### config.mk
export PLATFORM = sky130hd
export DESIGN_NAME = vscale_htif_host_poller
export DESIGN_NICKNAME = d
export VERILOG_FILES = /design/src/rtl/vscale_htif_host_poller_pkg.sv /design/src/rtl/vscale_htif_host_poller.sv
export SDC_FILE = /design/constraint.sdc
export NUM_CORES = 1
export LEC_CHECK = 0
export ABC_AREA = 1
export CELL_PAD_IN_SITES_DETAIL_PLACEMENT = 2
export CELL_PAD_IN_SITES_GLOBAL_PLACEMENT = 2
export CORE_MARGIN = 2
export CORE_UTILIZATION = 26
export CTS_CLUSTER_DIAMETER = 80
export DETAILED_ROUTE_END_ITERATION = 8
export GPL_ROUTABILITY_DRIVEN = 0
export PLACE_DENSITY_LB_ADDON = 0.08
export SYNTH_ARGS = -nofsm -noshare
export SYNTH_HDL_FRONTEND = slang
export SYNTH_SLANG_ARGS = --single-unit
### constraint.sdc
create_clock -name clk -period 1.75 [get_ports clk]
set_input_delay 0.35 -clock clk [delete_from_list [all_inputs] [get_ports clk]]
set_output_delay 0.35 -clock clk [all_outputs]
set_load 0.01 [all_outputs]
### src/rtl/vscale_htif_host_poller_pkg.sv
// Constants and FSM encoding shared by the HTIF host-side tohost poller.
package vscale_htif_host_poller_pkg;
   localparam int          HTIF_PCR_WIDTH   = 64;
   localparam logic [11:0] CSR_ADDR_TO_HOST = 12'h780;
   localparam int          STATE_WIDTH      = 3;

   typedef enum logic [STATE_WIDTH-1:0] {
      ST_IDLE     = 3'd0,
      ST_RD_REQ   = 3'd1,
      ST_RD_RESP  = 3'd2,
      ST_CLR_REQ  = 3'd3,
      ST_CLR_RESP = 3'd4,
      ST_GAP      = 3'd5,
      ST_DONE     = 3'd6
   } poll_state_e;

   function automatic logic [31:0] sat_inc32(input logic [31:0] v);
      return (v == 32'hFFFF_FFFF) ? v : v + 32'd1;
   endfunction
endpackage

### src/rtl/vscale_htif_host_poller.sv
// Host-side HTIF master: polls tohost over the PCR port, optionally clears it,
// and reports sticky pass/fail/timeout status.
//
// state     | meaning
// IDLE      | waiting for enable
// RD_REQ    | PCR read of tohost offered
// RD_RESP   | waiting for read data
// CLR_REQ   | PCR write of 0 to tohost offered
// CLR_RESP  | waiting for write acknowledge
// GAP       | idle spacing between zero-result reads
// DONE      | result or timeout captured; absorbing until reset
module vscale_htif_host_poller
   import vscale_htif_host_poller_pkg::*;
#(
   parameter logic [HTIF_PCR_WIDTH-1:0] PASS_VALUE    = 64'd1,
   parameter logic [63:0]               MAX_CYCLES    = 64'd0,
   parameter logic [15:0]               POLL_GAP      = 16'd4,
   parameter logic                      CLEAR_ON_READ = 1'b1
) (
   input  logic                      clk,
   input  logic                      reset_n,
   input  logic                      enable,
   output logic                      htif_pcr_req_valid,
   input  logic                      htif_pcr_req_ready,
   output logic                      htif_pcr_req_rw,
   output logic [11:0]               htif_pcr_req_addr,
   output logic [HTIF_PCR_WIDTH-1:0] htif_pcr_req_data,
   input  logic                      htif_pcr_resp_valid,
   output logic                      htif_pcr_resp_ready,
   input  logic [HTIF_PCR_WIDTH-1:0] htif_pcr_resp_data,
   output logic                      done,
   output logic                      pass,
   output logic                      fail,
   output logic                      timeout,
   output logic [HTIF_PCR_WIDTH-1:0] fail_code,
   output logic [63:0]               cycle_count,
   output logic [31:0]               poll_count
);

   poll_state_e               state_q, state_d;
   logic [15:0]               gap_q, gap_d;
   logic [HTIF_PCR_WIDTH-1:0] tohost_q, tohost_d;
   logic                      done_q, done_d;
   logic                      pass_q, pass_d;
   logic                      fail_q, fail_d;
   logic                      timeout_q, timeout_d;
   logic [HTIF_PCR_WIDTH-1:0] fail_code_q, fail_code_d;
   logic [63:0]               cycle_q, cycle_d;
   logic [31:0]               poll_q, poll_d;

   logic                      active;
   logic                      expire;
   logic                      eval;
   logic [HTIF_PCR_WIDTH-1:0] eval_val;

   assign htif_pcr_req_valid  = (state_q == ST_RD_REQ) || (state_q == ST_CLR_REQ);
   assign htif_pcr_req_rw     = (state_q == ST_CLR_REQ);
   assign htif_pcr_resp_ready = (state_q == ST_RD_RESP) || (state_q == ST_CLR_RESP);
   assign htif_pcr_req_addr   = CSR_ADDR_TO_HOST;
   assign htif_pcr_req_data   = '0;

   assign active = (state_q != ST_IDLE) && (state_q != ST_DONE);
   assign expire = active && (MAX_CYCLES != 64'd0) && (cycle_q == MAX_CYCLES - 64'd1);

   always_comb begin
      state_d     = state_q;
      gap_d       = gap_q;
      tohost_d    = tohost_q;
      done_d      = done_q;
      pass_d      = pass_q;
      fail_d      = fail_q;
      timeout_d   = timeout_q;
      fail_code_d = fail_code_q;
      cycle_d     = cycle_q;
      poll_d      = poll_q;
      eval        = 1'b0;
      eval_val    = tohost_q;

      case (state_q)
         ST_IDLE: begin
            if (enable) state_d = ST_RD_REQ;
         end
         ST_RD_REQ: begin
            if (htif_pcr_req_ready) state_d = ST_RD_RESP;
         end
         ST_RD_RESP: begin
            if (htif_pcr_resp_valid) begin
               poll_d = sat_inc32(poll_q);
               if (htif_pcr_resp_data == '0) begin
                  gap_d   = POLL_GAP;
                  state_d = (POLL_GAP == 16'd0) ? ST_RD_REQ : ST_GAP;
               end else begin
                  tohost_d = htif_pcr_resp_data;
                  if (CLEAR_ON_READ) begin
                     state_d = ST_CLR_REQ;
                  end else begin
                     eval     = 1'b1;
                     eval_val = htif_pcr_resp_data;
                  end
               end
            end
         end
         ST_CLR_REQ: begin
            if (htif_pcr_req_ready) state_d = ST_CLR_RESP;
         end
         ST_CLR_RESP: begin
            if (htif_pcr_resp_valid) eval = 1'b1;
         end
         ST_GAP: begin
            gap_d = gap_q - 16'd1;
            if (gap_q <= 16'd1) state_d = ST_RD_REQ;
         end
         ST_DONE: begin
            state_d = ST_DONE;
         end
         default: state_d = ST_IDLE;
      endcase

      // A completing evaluation outranks a timeout landing on the same cycle.
      if (eval) begin
         state_d = ST_DONE;
         done_d  = 1'b1;
         if (eval_val == PASS_VALUE) begin
            pass_d = 1'b1;
         end else begin
            fail_d      = 1'b1;
            fail_code_d = eval_val >> 1;
         end
      end else if (expire) begin
         state_d     = ST_DONE;
         done_d      = 1'b1;
         timeout_d   = 1'b1;
         fail_d      = 1'b1;
         fail_code_d = '0;
      end

      if (active && (state_d != ST_DONE)) cycle_d = cycle_q + 64'd1;
   end

   always_ff @(posedge clk or negedge reset_n) begin
      if (!reset_n) begin
         state_q     <= ST_IDLE;
         gap_q       <= '0;
         tohost_q    <= '0;
         done_q      <= 1'b0;
         pass_q      <= 1'b0;
         fail_q      <= 1'b0;
         timeout_q   <= 1'b0;
         fail_code_q <= '0;
         cycle_q     <= '0;
         poll_q      <= '0;
      end else begin
         state_q     <= state_d;
         gap_q       <= gap_d;
         tohost_q    <= tohost_d;
         done_q      <= done_d;
         pass_q      <= pass_d;
         fail_q      <= fail_d;
         timeout_q   <= timeout_d;
         fail_code_q <= fail_code_d;
         cycle_q     <= cycle_d;
         poll_q      <= poll_d;
      end
   end

   assign done        = done_q;
   assign pass        = pass_q;
   assign fail        = fail_q;
   assign timeout     = timeout_q;
   assign fail_code   = fail_code_q;
   assign cycle_count = cycle_q;
   assign poll_count  = poll_q;

endmodule

==> qor.csv <==
metric,value,unit
outcome,"finished, violations left",
violations,negative setup slack,
maxCapViolations,0,
num-nets-final,2394,
crit_start,tohost_q[50],
cp_max_fo,14,
cts_sinks,245,
synth_area_leaders,"dfrtp_1, nand2_1, nand3_1, nor2_1, mux2_2",
reg2reg_slack,-310,ps
wirelength,64560,um
grt_max_degree,55,
worstSkewPairLatency,540,ps
hp-class,in -> reg,
avgSynthCellArea,8.063,um^2
yosysTopAreaCell,dfrtp_1,
area_growth,72.94,%
internal_power,19.40,mW
layout_common_cells,"buf_4, nand2_1, dfrtp_1, nand3_1, nor2_1",
drc,0,
ys_seq_area_frac,0.4648,
cp.arrival,2520,ps
critPathLaunchType,flip-flop,
rows,82,
rsz0062_at_grt,true,
power_frac_comb,0.466,
die_x,229.2,um
grt.met2_usage,0.3832,
synth_cell_type_count,34,
final_antenna_net_count,0,
top_usage_layer,met2,
slew_violations,0,
fin_ws,-308.2,ps
initial_core_util,0.2629,
skew,17.81,ps
ir_worst_vdd,0.6918,mV
hpwl,43060,um
use_met1,0.2855,
min_period_over_period,1.176,
clkPwrFrac,0.240,
antenna_found_initial,2,
hp-start,htif_pcr_resp_data[53],
switching_share,0.3729,
drt_iter0_drc,566,
root_buffer,clkbuf_16,
powerDensity,1356,mW/mm^2
seqPwrFrac,0.294,
clk_pin_slew,60,ps
power_switching,11.54,mW
die_area,0.05255,mm^2
yosysTopAreaCellShare,0.4648,
firstDrtPassIters,4,
drive_gt1_frac,0.3768,
met3_usage,0.03797,
grt_pass1_wl,91180,um
vias_per_cell,4.587,
synth_cells,1636,
crit_type,reg -> reg,
numCtsBuffers,34,
ys_warn_count,0,
clock.fmax,0.4859,GHz
hold_viol_final,0,
core_area,0.05017,mm^2
dp_slack,-974.7,ps
die_h,229.2,um
cts_tree,done,
grt_usage,0.2224,
grt_pass1_vias,15410,
crit_required,2210,ps
ys_ff_latch,245,
h-tree-depth,2,
setup_violations,226,
portBuffers,233,
cts_max_path_buffers,3,
grt-ovfl-total,0,
power.leakage,12.37,nW
final_util,0.4547,
hold_ws,98.94,ps
end_kind,flip-flop,
period_needed,2058,ps
timing.rr.start,tohost_q[50],
vias,13850,
wl_per_cell,21.38,um
synth_area,0.01319,mm^2
mostFrequentLayoutCell,buf_4,
pin_count,312,
## path summary, 6_finish.rpt
check | endpoint | depth (start not counted)
min in group asynchronous | fail_code[40] | 2
max in group asynchronous | cycle_count[0] | 4
worst max register to register | fail_code[32] | 8
worst max-delay path | fail_code[32] | 8
worst min-delay path | tohost_q[53] | 2
worst min register to register | fail | 2
## per-stage QoR
stage	instances	cell area, um^2	TNS, ps	total power, mW
6_report	3019	22810	-46770	30.94
4_1_cts	2961	20790	-42260	28.51
3_3_place_gp	2860	18850	-167770	19.30
2_1_floorplan	1712	13510	0	13.47
5_1_grt	3019	22810	-68970	32.62
3_5_place_dp	2860	18850	-175940	19.75
## worst max-delay path, cell delays in order (launching register included)
cell	delay, ps
dfrtp_1	430
nor4_4	330
nand3b_1	250
nor2_4	200
nand4_4	190
nand2_8	230
clkbuf_16	210
nand2_1	70
nand2_1	60
## final cells by class
cell class,instances,area (um^2)
antenna,1,2.502
clock inverter,10,160.2
inverter,96,396.6
timing repair buffer,699,6843
sequential,245,6147
tap,672,840.8
fill,5451,27360
clock buffer,51,1016
timing repair inverter,3,36.28
multi-input combinational,1242,7371
## cell usage after synthesis, drive strengths merged
| cell | n |
|---|---|
| nor2 | 206 |
| nand3 | 191 |
| xor2 | 59 |
| clkbuf | 16 |
| or2 | 3 |
| ha | 4 |
| inv | 96 |
| nand2 | 480 |
| nand3b | 2 |
| o21ai | 26 |
| xnor2 | 37 |
| nand4 | 30 |
| nor4 | 13 |
| dfrtp | 245 |
| and2 | 2 |
| o21bai | 1 |
| o22ai | 4 |
| a21oi | 4 |
| conb | 2 |
| and3 | 1 |
| buf | 113 |
| nor3 | 40 |
| mux2 | 61 |
## flip-flops by register name, indices dropped and copies added (netlist names)
name,cells
cycle_count,64
done,1
fail,1
fail_code,63
gap_q,16
pass,1
poll_count,32
state_q,3
tohost_q,64
## timing repair
item / in CTS / in global routing
cloned: 5 / 24
hold buffers: 1 / 0
endpoints found under the setup margin: 406 / 369
resized for setup: 244 / 489
pin swaps: 45 / 99
endpoints found under the hold margin: 44 / 0
setup buffers: 35 / 38
## cell families after synthesis
family | share of synthesized area
AOI/OAI and AO/OA | 0.01385
DFF | 0.4648
and+or+nand+nor | 0.3101
buffers and inverters | 0.09115
adders and majority gates | 0.003794
xor gates and xnor gates | 0.06374
muxes | 0.05207
other | 0.0005693
## metal layers
layer / part of all wire / vias to the layer above
met5: 0 / -
met4: 0.030 / 0
met3: 0.042 / 98
met2: 0.50 / 264
met1: 0.43 / 7000
li1: - / 6487
## power groups by stage
stage                     Combinational (mW)  Sequential [mW]  Clock (mW)
after global placement                  10.4             8.88           0
final                                   14.4             9.10        7.42
after detailed placement                10.7             9.00           0
after CTS                               11.9             8.96        7.61
after floorplan                         4.22             9.24           0
after global routing                    15.4             9.34        7.84
(Power assumes the default switching activity.)
